$ cat src/rtl/div_control_param.sv
// div_control_param
//   Control FSM for a parametrised shift-subtract (restoring) divider datapath.
//   Sequences operand load, WIDTH subtract/shift iterations, the final
//   remainder right-shift and an optional signed fix-up, with a busy/done
//   handshake and divide-by-zero detection.
//
// Ports
//   clk          clock, all state changes on posedge
//   reset        asynchronous active-high reset
//   run          start request, sampled only in IDLE
//   signed_mode  signed divide request, sampled with run
//   dd_sign      dividend MSB, sampled with run
//   dv_sign      divisor MSB, sampled with run
//   div_zero     divisor == 0 flag from datapath, sampled with run
//   msb          sign of ALU difference (remainder_hi - divisor), this cycle
//   load_ctrl    load operands into datapath registers
//   w_ctrl       write ALU result into remainder upper half
//   subu_ctrl    ALU funct code
//   sll_ctrl     shift remainder register left by one
//   q_bit        quotient bit shifted into remainder LSB
//   srl_ctrl     shift remainder upper half right by one
//   neg_q_ctrl   negate quotient
//   neg_r_ctrl   negate remainder
//   iter_cnt     remaining-iteration counter
//   busy         operation in progress
//   ready        ~busy
//   done         one-cycle completion pulse
//   dz_err       one-cycle divide-by-zero pulse, coincident with done
module div_control_param #(
  parameter int unsigned WIDTH      = 32,
  parameter logic [5:0]  SUBU_FUNCT = 6'b100011,
  parameter logic [5:0]  NOP_FUNCT  = 6'b000000,
  parameter bit          SIGNED_EN  = 1'b1
) (
  input  logic                     clk,
  input  logic                     reset,
  input  logic                     run,
  input  logic                     signed_mode,
  input  logic                     dd_sign,
  input  logic                     dv_sign,
  input  logic                     div_zero,
  input  logic                     msb,
  output logic                     load_ctrl,
  output logic                     w_ctrl,
  output logic [5:0]               subu_ctrl,
  output logic                     sll_ctrl,
  output logic                     q_bit,
  output logic                     srl_ctrl,
  output logic                     neg_q_ctrl,
  output logic                     neg_r_ctrl,
  output logic [$clog2(WIDTH)-1:0] iter_cnt,
  output logic                     busy,
  output logic                     ready,
  output logic                     done,
  output logic                     dz_err
);

  localparam int unsigned        CntW    = $clog2(WIDTH);
  localparam logic [CntW-1:0]    CntInit = CntW'(WIDTH - 1);
  localparam logic [CntW-1:0]    CntOne  = CntW'(1);

  localparam logic [2:0] StIdle = 3'd0;
  localparam logic [2:0] StLoad = 3'd1;
  localparam logic [2:0] StIter = 3'd2;
  localparam logic [2:0] StFix  = 3'd3;
  localparam logic [2:0] StSign = 3'd4;
  localparam logic [2:0] StDone = 3'd5;
  localparam logic [2:0] StDz   = 3'd6;

  logic [2:0]      state_q, state_d;
  logic [CntW-1:0] cnt_q, cnt_d;
  logic            signed_q, signed_d;
  logic            dd_sign_q, dd_sign_d;
  logic            dv_sign_q, dv_sign_d;

  // Next-state logic
  always_comb begin
    state_d   = state_q;
    cnt_d     = cnt_q;
    signed_d  = signed_q;
    dd_sign_d = dd_sign_q;
    dv_sign_d = dv_sign_q;
    case (state_q)
      StIdle: begin
        if (run) begin
          if (div_zero) begin
            state_d = StDz;
          end else begin
            state_d   = StLoad;
            signed_d  = signed_mode & SIGNED_EN;
            dd_sign_d = dd_sign;
            dv_sign_d = dv_sign;
          end
        end
      end
      StLoad: begin
        cnt_d   = CntInit;
        state_d = StIter;
      end
      StIter: begin
        // Counter holds at zero on exit so IDLE always shows 0.
        if (cnt_q == '0) begin
          state_d = StFix;
        end else begin
          cnt_d = cnt_q - CntOne;
        end
      end
      StFix:   state_d = signed_q ? StSign : StDone;
      StSign:  state_d = StDone;
      StDone:  state_d = StIdle;
      StDz:    state_d = StIdle;
      default: state_d = StIdle;
    endcase
  end

  always_ff @(posedge clk or posedge reset) begin
    if (reset) begin
      state_q   <= StIdle;
      cnt_q     <= '0;
      signed_q  <= 1'b0;
      dd_sign_q <= 1'b0;
      dv_sign_q <= 1'b0;
    end else begin
      state_q   <= state_d;
      cnt_q     <= cnt_d;
      signed_q  <= signed_d;
      dd_sign_q <= dd_sign_d;
      dv_sign_q <= dv_sign_d;
    end
  end

  // Outputs: Moore, except w_ctrl/q_bit which follow msb during ITER.
  always_comb begin
    load_ctrl  = 1'b0;
    w_ctrl     = 1'b0;
    subu_ctrl  = NOP_FUNCT;
    sll_ctrl   = 1'b0;
    q_bit      = 1'b0;
    srl_ctrl   = 1'b0;
    neg_q_ctrl = 1'b0;
    neg_r_ctrl = 1'b0;
    busy       = 1'b0;
    done       = 1'b0;
    dz_err     = 1'b0;
    case (state_q)
      StLoad: begin
        load_ctrl = 1'b1;
        sll_ctrl  = 1'b1;
        busy      = 1'b1;
      end
      StIter: begin
        subu_ctrl = SUBU_FUNCT;
        sll_ctrl  = 1'b1;
        w_ctrl    = ~msb;
        q_bit     = ~msb;
        busy      = 1'b1;
      end
      StFix: begin
        srl_ctrl = 1'b1;
        busy     = 1'b1;
      end
      StSign: begin
        neg_q_ctrl = dd_sign_q ^ dv_sign_q;
        neg_r_ctrl = dd_sign_q;
        busy       = 1'b1;
      end
      StDone: done = 1'b1;
      StDz: begin
        done   = 1'b1;
        dz_err = 1'b1;
      end
      default: ;
    endcase
  end

  assign ready    = ~busy;
  assign iter_cnt = cnt_q;

endmodule
$ cat config.mk
export PLATFORM = sky130hd
export DESIGN_NAME = div_control_param
export DESIGN_NICKNAME = d
export VERILOG_FILES = /design/src/rtl/div_control_param.sv
export SDC_FILE = /design/constraint.sdc
export NUM_CORES = 1
export LEC_CHECK = 0
export BUFFER_PORTS_ARGS = -buffer_cell sky130_fd_sc_hd__buf_4
export CAP_MARGIN = 20
export CORE_ASPECT_RATIO = 1.1
export CORE_UTILIZATION = 44
export CTS_BUF_LIST = sky130_fd_sc_hd__clkbuf_4
export CTS_CLUSTER_SIZE = 10
export DETAILED_ROUTE_END_ITERATION = 7
export PLACE_DENSITY_LB_ADDON = 0.2
export SETUP_SLACK_MARGIN = 0.02
export SLEW_MARGIN = 0
export SYNTH_ARGS = -nofsm -noshare
export SYNTH_HDL_FRONTEND = slang
export SYNTH_SLANG_ARGS = --single-unit
export TNS_END_PERCENT = 5
$ cat constraint.sdc
create_clock -name clk -period 1.5 [get_ports clk]
set_input_delay 0.15 -clock clk [delete_from_list [all_inputs] [get_ports clk]]
set_output_delay 0.15 -clock clk [all_outputs]
set_load 0.1 [all_outputs]
==> impl_metrics.xml, run 1 <==
<?xml version="1.0" encoding="UTF-8"?>
<metrics>
  <group name="status">
    <metric name="result_of_the_run" unit="">complete, but fails checks</metric>
    <metric name="violations_in_the_final_reports" unit="">negative setup slack</metric>
  </group>
  <group name="sta">
    <metric name="fin_skew" unit="ns">0.00726</metric>
    <metric name="timing_hold_violations_final" unit="">0</metric>
    <metric name="timing.hold.ws" unit="ns">0.106</metric>
    <metric name="drv_slew" unit="">0</metric>
    <metric name="setup_viol_count_final" unit="">20</metric>
    <metric name="grt_setup_unrepaired" unit="">yes</metric>
    <metric name="max_clock_freq" unit="MHz">592</metric>
    <metric name="postLayoutSetupSlackWorst" unit="ns">-0.188</metric>
    <metric name="finalCritPeriodShare" unit="%">113</metric>
    <metric name="timing.final.crit_period" unit="ns">1.69</metric>
    <metric name="setup_tns" unit="ns">-1.85</metric>
  </group>
  <group name="critical_path">
    <metric name="crit_arrival" unit="ns">1.54</metric>
    <metric name="worst-path-max-fanout" unit="">5</metric>
    <metric name="crit_path_end_kind" unit="">output port</metric>
    <metric name="critPathRequiredTime" unit="ns">1.35</metric>
    <metric name="worst_setup_path_start_kind" unit="">flop</metric>
    <metric name="timing.setup.critical_path_class" unit="">reg -&gt; out</metric>
  </group>
  <group name="clock_network">
    <metric name="h-tree-depth" unit="">1</metric>
    <metric name="cts-root-buf" unit="">clkbuf_4</metric>
    <metric name="clock_buffer_depth" unit="">2</metric>
    <metric name="worst_setup_hold_path_clk_slew" unit="ns">0.08</metric>
    <metric name="tritoncts_clock_tree" unit="">built</metric>
    <metric name="tritoncts_num_sinks" unit="">11</metric>
    <metric name="clk-insertion-delay-late" unit="ns">0.28</metric>
    <metric name="cts_buffers" unit="">3</metric>
  </group>
  <group name="synthesis">
    <metric name="synth_seq_cells" unit="">11</metric>
    <metric name="synth.area.top_cells" unit="">dfrtp_1 38%, buf_4 6.3%, mux2_2 4.7%, a21oi_1 4.2%, nor2_1 3.7%</metric>
    <metric name="synth.lib_cells_used.distinct" unit="">30</metric>
    <metric name="ys_dominant_reg_cell" unit="">dfrtp_1</metric>
    <metric name="ys_seq_area_share" unit="%">38.5</metric>
    <metric name="syn-instance-count" unit="">74</metric>
    <metric name="synth_enable_flop_cells" unit="">0</metric>
    <metric name="share_of_synthesized_flip_flops_with_an_asynchronous_set_or_reset" unit="%">100</metric>
    <metric name="synthDominantCellAreaShare" unit="%">38.5</metric>
    <metric name="mean_instance_size_in_the_synthesized_netlist" unit="um^2">9.67</metric>
    <metric name="yosys.cell_count.top_type" unit="">dfrtp_1</metric>
    <metric name="synth_top_cell_by_area" unit="">dfrtp_1</metric>
    <metric name="cell_area_synth" unit="um^2">716</metric>
    <metric name="ys_warn_count" unit="">0</metric>
    <metric name="synthTopCellsByCount" unit="">11 x dfrtp_1, 7 x nor2_1, 6 x a21oi_1, 6 x buf_4, 6 x inv_1</metric>
  </group>
  <group name="final_layout">
    <metric name="sequential_cell_area" unit="um^2">277</metric>
    <metric name="area_growth" unit="%">71.3</metric>
    <metric name="n_fill_cell" unit="">76</metric>
    <metric name="layout-drive-gt1-share" unit="%">63.7</metric>
    <metric name="multi_input_area" unit="um^2">442</metric>
    <metric name="final_net_count" unit="">123</metric>
    <metric name="antenna_cells_inserted" unit="">0</metric>
  </group>
  <group name="floorplan">
    <metric name="design.die.area" unit="mm^2">0.00179</metric>
    <metric name="initial_core_util" unit="%">49.8</metric>
    <metric name="design.core.area" unit="mm^2">0.00144</metric>
    <metric name="die_x" unit="um">40.5</metric>
    <metric name="fp.dieH" unit="um">44.3</metric>
    <metric name="row_count" unit="">14</metric>
    <metric name="ios" unit="">30</metric>
  </group>
  <group name="routing">
    <metric name="drc" unit="">0</metric>
    <metric name="via_count" unit="">729</metric>
    <metric name="finalWirelength" unit="mm">2.15</metric>
    <metric name="route.antenna.remaining_nets" unit="">0</metric>
    <metric name="via_per_inst" unit="">5.65</metric>
    <metric name="first_pass_iters" unit="">4</metric>
    <metric name="post_drt_wl_per_cell" unit="um">16.7</metric>
    <metric name="dr.first_iter.drc_count" unit="">21</metric>
  </group>
  <group name="hold_path">
    <metric name="worst_hold_path_type" unit="">in -&gt; reg</metric>
  </group>
  <group name="global_route">
    <metric name="grt_usage" unit="%">24.2</metric>
    <metric name="number_of_antenna_violations_at_the_first_check_in_global_routing" unit="">0</metric>
    <metric name="grt_pass1_vias" unit="">658</metric>
    <metric name="overflow" unit="">0</metric>
    <metric name="grt_first_pass_wirelength" unit="mm">2.85</metric>
    <metric name="grt_start_max_net_pins" unit="">12</metric>
  </group>
  <group name="placement">
    <metric name="numPortBuffers" unit="">26</metric>
    <metric name="gpl.final_weighted_congestion" unit="">0.775</metric>
    <metric name="place.detailed.hpwl" unit="mm">1.31</metric>
  </group>
  <group name="run">
    <metric name="maxCapViolations" unit="">0</metric>
  </group>
</metrics>
[cell usage in the layout (no fill, tap or decap), drive strengths merged, types with 2 or more instances in the layout]
master	instances
and3	2
inv	5
a21oi	6
or2	2
buf	41
mux2	3
conb	3
dfrtp	11
xnor2	3
nand3	2
nor4b	2
clkbuf	4
a211oi	3
nor2	7
nor3	5
[what timing repair did]
action                                  in CTS  in global routing
hold buffers                                 1                  0
hold endpoints to repair                    11                  0
endpoints found under the setup margin      21                 22
pin swaps                                    1                  2
buffers inserted                             1                  1
gates resized for setup                     25                 15
[layout make-up]
cell class                 instances  share of cell area [%]
inverter                           7                    2.86
sequential                        11                    22.6
multi-input combinational         49                    36.0
timing repair buffer              42                    34.5
tap                               16                    1.63
clock buffer                       4                    2.45
[sequential cells by signal (all words and copies together) (netlist names)]
| register | flops |
|---|---|
| iter_cnt | 5 |
| state_q | 3 |
| dd_sign_q | 1 |
| dv_sign_q | 1 |
| signed_q | 1 |
[worst max-delay path: stages (launching register included)]
cell and delay [ns]:
dfrtp_1 0.43, or3b_4 0.46, clkinv_4 0.09, or2_4 0.12, buf_12 0.16
[kinds of logic (layout without fill, tap and decap cells)]
family                     Yosys count  after routing  synth area share (%)
muxes                                4              4                  6.12
other                                1              3                 0.524
DFF                                 11             11                  38.5
xor gates and xnor gates             3              3                  3.67
AOI/OAI and AO/OA                   13             13                  12.1
buffers and inverters               16             53                  13.1
and+or+nand+nor                     25             25                  24.3
adders and majority gates            1              1                  1.75
[layer usage]
metal | track usage (%) | vias up | part of all wire (%)
li1 | - | 326 | -
met1 | 30.0 | 354 | 38
met2 | 38.4 | 42 | 54
met3 | 4.52 | 7 | 5.3
met4 | 13.3 | 0 | 2.9
met5 | 0 | - | 0
[worst paths after layout]
check / startpoint / to / slack (ns) / cells past startpoint
max: state_q[0] / sll_ctrl / -0.19 / 4
min reg2reg: signed_q / signed_q / 0.51 / 1
min: signed_mode / signed_q / 0.11 / 2
min in group asynchronous: reset / state_q[0] / 0.42 / 3
max reg2reg: iter_cnt[1] / state_q[0] / -0.08 / 5
max in group asynchronous: reset / state_q[2] / 0.74 / 3
[through the flow]
stage	cell area [um^2]	setup slack (ns)	util, %	instances
floorplan	778	-0.573	-	76
global placement	1010	0.00278	70.5	122
detailed placement	1010	-0.0797	70.5	122
CTS	1150	-0.173	80.4	128
global route	1230	-0.209	85.4	129
finish	1230	-0.188	85.4	129
Power of run 1 is left out: the tool's default activity adds up to more than one toggle a clock period on the data nets, which glitch-free logic cannot reach.
==> inputs of run 2 (changes only) <==
- ABC_AREA: default -> 1
- CORE_MARGIN: default -> 4
- CORE_UTILIZATION: 44 -> 45
- MAX_ROUTING_LAYER: default -> met4
==> run 2 against run 1 <==
Against the previous run: the run still ends with negative setup slack left; critical path depth is 2 higher; first-iteration DRC count is 9.5% lower; routed wire length decreased by 8.4%; clock skew decreased by 0.0031 ns; flip-flop and latch count stayed put; count of clock-buffer cells in the layout is 1 lower; critical path type unchanged; critical endpoint is now busy; highest routed layer unchanged.
==> impl_metrics.xml, run 2 <==
<?xml version="1.0" encoding="UTF-8"?>
<metrics>
  <group name="placement">
    <metric name="numPortBuffers" unit="">26</metric>
    <metric name="gpl.final_weighted_congestion" unit="">0.825</metric>
    <metric name="place.detailed.hpwl" unit="mm">1.37</metric>
  </group>
  <group name="critical_path">
    <metric name="path_common_cell" unit="">nand2_2</metric>
    <metric name="cell_by_cell_listing_of_the_critical_path" unit="">nor2_2, nand2_2, nand2_2, nor2_4, clkinvlp_4, buf_12</metric>
    <metric name="cp_slowest_stage_delay" unit="ns">0.45</metric>
    <metric name="timing.setup.critical_path_class" unit="">reg -&gt; out</metric>
    <metric name="worst_setup_path_start_kind" unit="">flop</metric>
    <metric name="critPathRequiredTime" unit="ns">1.35</metric>
    <metric name="cp_num_buf_inv" unit="">2</metric>
    <metric name="critical_path.top_delay_family" unit="">flip-flops</metric>
    <metric name="crit_start" unit="">state_q[0]</metric>
    <metric name="cp_slowest_cell" unit="">dfrtp_2</metric>
    <metric name="reg2reg_from" unit="">iter_cnt[0]</metric>
    <metric name="worst-path-max-fanout" unit="">5</metric>
    <metric name="crit_arrival" unit="ns">1.46</metric>
    <metric name="crit_path_end_kind" unit="">output port</metric>
  </group>
  <group name="synthesis">
    <metric name="synth_seq_cells" unit="">11</metric>
    <metric name="synth_top_cell_by_area" unit="">dfrtp_1</metric>
    <metric name="synthTopCellsByCount" unit="">19 x nand2_1, 12 x inv_1, 11 x dfrtp_1</metric>
    <metric name="share_of_synthesized_flip_flops_with_an_asynchronous_set_or_reset" unit="%">100</metric>
    <metric name="ys_seq_area_share" unit="%">35.7</metric>
    <metric name="cell_area_synth" unit="um^2">771</metric>
    <metric name="ys_warn_count" unit="">0</metric>
    <metric name="syn-instance-count" unit="">97</metric>
    <metric name="mean_instance_size_in_the_synthesized_netlist" unit="um^2">7.95</metric>
    <metric name="yosys.cell_count.top_type" unit="">nand2_1</metric>
    <metric name="synth_enable_flop_cells" unit="">0</metric>
    <metric name="ys_dominant_reg_cell" unit="">dfrtp_1</metric>
    <metric name="synthDominantCellAreaShare" unit="%">35.7</metric>
    <metric name="synth.lib_cells_used.distinct" unit="">24</metric>
    <metric name="synth.area.top_cells" unit="">dfrtp_1 36%, nand2_1 9.3%, nand3_1 5.8%, buf_4 5.8%, inv_1 5.8%</metric>
  </group>
  <group name="sta">
    <metric name="postLayoutSetupSlackWorst" unit="ns">-0.107</metric>
    <metric name="finalCritPeriodShare" unit="%">107</metric>
    <metric name="fin_skew" unit="ns">0.00416</metric>
    <metric name="setup_viol_count_final" unit="">10</metric>
    <metric name="drv_slew" unit="">0</metric>
    <metric name="max_clock_freq" unit="MHz">622</metric>
    <metric name="setup_tns" unit="ns">-0.421</metric>
    <metric name="grt_setup_unrepaired" unit="">yes</metric>
    <metric name="timing.final.crit_period" unit="ns">1.61</metric>
    <metric name="timing_hold_violations_final" unit="">0</metric>
  </group>
  <group name="clock_network">
    <metric name="h-tree-depth" unit="">1</metric>
    <metric name="tritoncts_clock_tree" unit="">built</metric>
    <metric name="worst_setup_hold_path_clk_slew" unit="ns">0.08</metric>
    <metric name="cts_buffers" unit="">3</metric>
    <metric name="cts-root-buf" unit="">clkbuf_4</metric>
    <metric name="clk-insertion-delay-late" unit="ns">0.28</metric>
    <metric name="tritoncts_num_sinks" unit="">11</metric>
    <metric name="clock_buffer_depth" unit="">2</metric>
  </group>
  <group name="hold_path">
    <metric name="worst_hold_path_type" unit="">in -&gt; reg</metric>
    <metric name="hold_path.startpoint" unit="">signed_mode</metric>
  </group>
  <group name="global_route">
    <metric name="number_of_antenna_violations_at_the_first_check_in_global_routing" unit="">0</metric>
    <metric name="overflow" unit="">0</metric>
    <metric name="grt_usage" unit="%">19.8</metric>
    <metric name="grt_start_max_net_pins" unit="">12</metric>
    <metric name="grt_first_pass_wirelength" unit="mm">3.35</metric>
    <metric name="grt_pass1_vias" unit="">780</metric>
  </group>
  <group name="final_layout">
    <metric name="mostFrequentLayoutCells" unit="">17 x nand2_1, 15 x buf_4, 11 x inv_1, 9 x dfrtp_1</metric>
    <metric name="area_growth" unit="%">55.2</metric>
    <metric name="largest_register_ffs" unit="">5</metric>
    <metric name="most_common_cell_after_layout_fill_and_taps_aside" unit="">nand2_1</metric>
    <metric name="layout-drive-gt1-share" unit="%">48.0</metric>
    <metric name="final_net_count" unit="">137</metric>
    <metric name="antenna_cells_inserted" unit="">0</metric>
    <metric name="n_fill_cell" unit="">123</metric>
  </group>
  <group name="routing">
    <metric name="dr.first_iter.drc_count" unit="">19</metric>
    <metric name="route.antenna.remaining_nets" unit="">0</metric>
    <metric name="via_per_inst" unit="">5.09</metric>
    <metric name="drc" unit="">0</metric>
    <metric name="post_drt_wl_per_cell" unit="um">13.7</metric>
    <metric name="via_count" unit="">733</metric>
    <metric name="first_pass_iters" unit="">6</metric>
    <metric name="finalWirelength" unit="mm">1.97</metric>
  </group>
  <group name="floorplan">
    <metric name="design.die.area" unit="mm^2">0.00244</metric>
    <metric name="fp.dieH" unit="um">51.4</metric>
    <metric name="ios" unit="">30</metric>
    <metric name="design.core.area" unit="mm^2">0.00160</metric>
    <metric name="die_x" unit="um">47.5</metric>
    <metric name="row_count" unit="">15</metric>
    <metric name="initial_core_util" unit="%">48.3</metric>
  </group>
  <group name="run">
    <metric name="maxCapViolations" unit="">0</metric>
  </group>
  <group name="status">
    <metric name="violations_in_the_final_reports" unit="">negative setup slack</metric>
    <metric name="result_of_the_run" unit="">complete, but fails checks</metric>
  </group>
</metrics>
## run 2: changes by cell type after synthesis, moves of 3 or more
cell      previous run  this run
nand2_1              1        19
nand3_1              2         9
inv_1                6        12
nor3_1               5         0
a211oi_1             3         0
a21oi_1              6         3
inv_2                0         3
mux2_2               3         0
nand2_2              0         3
## run 2: metrics by stage
step / hold slack [ns] / instance area [um^2] / setup slack [ns] / utilization, % / instances
after floorplan: 0.00230 / 822 / -0.646 / - / 99
after global placement: 0.175 / 1010 / 0.151 / 63.2 / 138
after detailed placement: 0.179 / 1010 / 0.0999 / 63.2 / 138
after CTS: 0.110 / 1170 / -0.0665 / 73.2 / 144
after global routing: 0.123 / 1200 / -0.181 / 75.0 / 144
final: 0.109 / 1200 / -0.107 / 75.0 / 144
## run 2: layout make-up
class | instances | area [um^2] | area share (%)
multi-input cells | 66 | 440 | 36.8
repair buffers | 30 | 358 | 29.9
flip-flops and latches | 11 | 278 | 23.2
inverters | 16 | 71.3 | 5.96
clock buffers | 3 | 22.5 | 1.88
well taps | 17 | 21.3 | 1.78
clock inverters | 1 | 5.00 | 0.418
## run 2: path summary, 6_finish.rpt
path	endpoint	slack [ns]	cells after the start
max reg2reg	iter_cnt[1]	0.16	7
min	signed_q	0.11	3
max	busy	-0.11	6
max in group asynchronous	state_q[1]	0.76	3
min reg2reg	signed_q	0.50	2
min in group asynchronous	iter_cnt[0]	0.42	3
## run 2: what timing repair did
item,4_1_cts,5_1_grt
pin swaps,3,0
setup endpoints to repair,12,14
setup buffers,1,0
cloned,0,0
hold buffers,1,0
resized for setup,29,7
hold endpoints to repair,11,0
## run 2: worst register-to-register path, delay by kind of cell, from the launching register on
kind / cells / cell delay [ns]
AND/OR/NAND/NOR: 5 / 0.44
adder cells (fa/ha/maj): 1 / 0.27
flip-flops: 1 / 0.41
buffers and inverters: 1 / 0.11
## run 2: logic make-up (layout without fill, tap and decap cells)
family | Yosys count | after routing | synth area share (%)
AND/OR/NAND/NOR | 51 | 51 | 38.5
flip-flops | 11 | 11 | 35.7
adder cells (fa/ha/maj) | 1 | 1 | 1.62
buffers and inverters | 22 | 50 | 14.3
XOR/XNOR | 2 | 2 | 2.27
AO/OA/AOI/OAI | 9 | 9 | 7.14
other | 1 | 3 | 0.487
## run 2: routing by layer
layer	track usage (%)	part of all wire, %
met1	22.1	37
met2	33.5	57
met3	1.76	4.2
met4	10.1	1.5
met5	-	0
Power of run 2 is left out for the same reason.
==> inputs of run 3 (changes only) <==
- RECOVER_POWER: default -> 100
- SETUP_SLACK_MARGIN: 0.02 -> 0.1
==> run 3 against run 2 <==
Against the previous run: cell area down 1.3%; die area is the same; the flow still finishes with violations (negative setup slack); count of clock-buffer cells in the layout stayed put; worst setup slack gained 0.038 ns; clock skew rose by 0.0011 ns; maximum frequency is 2.4% higher.
==> impl_metrics.xml, run 3 (synthesis results as in run 2) <==
<?xml version="1.0" encoding="UTF-8"?>
<metrics>
  <group name="sta">
    <metric name="timing_hold_violations_final" unit="">0</metric>
    <metric name="finalCritPeriodShare" unit="%">105</metric>
    <metric name="worst_slew_margin_rel" unit="%">63.9</metric>
    <metric name="grt_setup_unrepaired" unit="">yes</metric>
    <metric name="max_clock_freq" unit="MHz">637</metric>
    <metric name="timing.final.crit_period" unit="ns">1.57</metric>
    <metric name="setup_viol_count_final" unit="">10</metric>
    <metric name="postLayoutSetupSlackWorst" unit="ns">-0.0693</metric>
    <metric name="fin_skew" unit="ns">0.00526</metric>
    <metric name="drv_slew" unit="">0</metric>
    <metric name="setup_tns" unit="ns">-0.322</metric>
    <metric name="worst_slew_pin_slew" unit="ns">0.544</metric>
    <metric name="timing.hold.ws" unit="ns">0.110</metric>
  </group>
  <group name="placement">
    <metric name="dpl-instance-area" unit="mm^2">0.00101</metric>
    <metric name="numPortBuffers" unit="">26</metric>
    <metric name="gpl.final_weighted_congestion" unit="">0.825</metric>
    <metric name="place.detailed.hpwl" unit="mm">1.37</metric>
  </group>
  <group name="clock_network">
    <metric name="cts_buffers" unit="">3</metric>
    <metric name="tritoncts_clock_tree" unit="">built</metric>
    <metric name="cts-root-buf" unit="">clkbuf_4</metric>
    <metric name="clock_buffer_depth" unit="">2</metric>
    <metric name="clk-insertion-delay-late" unit="ns">0.28</metric>
    <metric name="worst_setup_hold_path_clk_slew" unit="ns">0.08</metric>
    <metric name="h-tree-depth" unit="">1</metric>
    <metric name="tritoncts_num_sinks" unit="">11</metric>
  </group>
  <group name="critical_path">
    <metric name="cp_num_buf_inv" unit="">3</metric>
    <metric name="crit_path_end_kind" unit="">output port</metric>
    <metric name="worst-path-max-fanout" unit="">5</metric>
    <metric name="critical_path.top_delay_family" unit="">flip-flops</metric>
    <metric name="worst_setup_path_start_kind" unit="">flop</metric>
    <metric name="internal_reg_to_reg_setup_slack" unit="ns">0.07</metric>
    <metric name="cell_by_cell_listing_of_the_critical_path" unit="">inv_2, nand3_4, nand2_8, nor2_4, clkinvlp_4, buf_12</metric>
    <metric name="crit_arrival" unit="ns">1.42</metric>
    <metric name="cp_slowest_stage_delay" unit="ns">0.45</metric>
    <metric name="timing.setup.critical_path_class" unit="">reg -&gt; out</metric>
    <metric name="cp_slowest_cell" unit="">dfrtp_2</metric>
    <metric name="critPathRequiredTime" unit="ns">1.35</metric>
  </group>
  <group name="global_route">
    <metric name="grt_first_pass_wirelength" unit="mm">3.29</metric>
    <metric name="number_of_antenna_violations_at_the_first_check_in_global_routing" unit="">0</metric>
    <metric name="grt_usage" unit="%">19.4</metric>
    <metric name="overflow" unit="">0</metric>
    <metric name="grt_pass1_vias" unit="">780</metric>
    <metric name="grt_start_max_net_pins" unit="">12</metric>
  </group>
  <group name="final_layout">
    <metric name="mostFrequentLayoutCells" unit="">17 x nand2_1, 11 x inv_1, 11 x buf_4, 9 x dfrtp_1, 9 x buf_12</metric>
    <metric name="final_core_utilization" unit="%">74.0</metric>
    <metric name="most_common_cell_after_layout_fill_and_taps_aside" unit="">nand2_1</metric>
    <metric name="layout-drive-gt1-share" unit="%">47.7</metric>
    <metric name="antenna_cells_inserted" unit="">0</metric>
    <metric name="area_growth" unit="%">53.2</metric>
    <metric name="final_net_count" unit="">138</metric>
    <metric name="final_area" unit="mm^2">0.00118</metric>
    <metric name="largest_register_ffs" unit="">5</metric>
  </group>
  <group name="status">
    <metric name="result_of_the_run" unit="">complete, but fails checks</metric>
    <metric name="violations_in_the_final_reports" unit="">negative setup slack</metric>
  </group>
  <group name="floorplan">
    <metric name="die_x" unit="um">47.5</metric>
    <metric name="initial_core_util" unit="%">48.3</metric>
    <metric name="ios" unit="">30</metric>
    <metric name="fp.dieH" unit="um">51.4</metric>
    <metric name="design.core.area" unit="mm^2">0.00160</metric>
    <metric name="row_count" unit="">15</metric>
    <metric name="design.die.area" unit="mm^2">0.00244</metric>
  </group>
  <group name="hold_path">
    <metric name="worst_hold_path_type" unit="">in -&gt; reg</metric>
  </group>
  <group name="routing">
    <metric name="first_pass_iters" unit="">4</metric>
    <metric name="dr.first_iter.drc_count" unit="">13</metric>
    <metric name="finalWirelength" unit="mm">1.96</metric>
    <metric name="via_count" unit="">745</metric>
    <metric name="post_drt_wl_per_cell" unit="um">13.5</metric>
    <metric name="route.antenna.remaining_nets" unit="">0</metric>
    <metric name="drc" unit="">0</metric>
    <metric name="via_per_inst" unit="">5.14</metric>
  </group>
  <group name="run">
    <metric name="maxCapViolations" unit="">0</metric>
  </group>
</metrics>
-- run 3: changes by cell type in the layout (fill, tap and decap cells not counted), sizes merged --
cell,previous run,this run
buf,29,24
clkbuf,3,9
-- run 3: final timing paths --
kind,cells after the start,end,from
setup / recovery,6,busy,state_q[0]
hold / removal,3,signed_q,signed_mode
setup reg to reg,7,iter_cnt[1],iter_cnt[0]
hold reg to reg,2,signed_q,signed_q
max in group asynchronous,3,state_q[1],reset
min in group asynchronous,3,iter_cnt[0],reset
-- run 3: metal layers --
metal	GRT usage (%)	vias to the layer above	routed length [um]
met3	1.41	5	87
met4	9.22	0	42
li1	-	358	-
met2	32.4	24	1070
met1	22.8	358	761
met5	-	-	0
-- run 3: layout make-up --
type | count | area, um^2
Clock buffer | 3 | 22.5
Clock inverter | 1 | 5.00
Tap cell | 17 | 21.3
Sequential cell | 11 | 278
Multi-Input combinational cell | 66 | 425
Timing Repair Buffer | 31 | 358
Fill cell | 127 | 414
Inverter | 16 | 71.3
-- run 3: worst register-to-register path, delay by kind of cell (launching register included) --
family	cells	cell delay, ns
DFF	1	0.41
buffers and inverters	1	0.11
adders and majority gates	1	0.26
and+or+nand+nor	5	0.54
-- run 3: stage by stage --
| stage | instances | setup WS, ns |
|---|---|---|
| 3_3_place_gp | 138 | 0.151 |
| 5_1_grt | 145 | -0.110 |
| 3_5_place_dp | 138 | 0.0999 |
| 6_report | 145 | -0.0693 |
| 4_1_cts | 144 | -0.0665 |
| 2_1_floorplan | 99 | -0.646 |
-- run 3: repair_timing --
item	CTS	global route
hold buffers	1	0
pin swaps	4	1
resized for setup	34	5
endpoints found under the hold margin	11	0
buffers inserted	1	1
setup endpoints to repair	14	18
Power of run 3 is left out for the same reason.
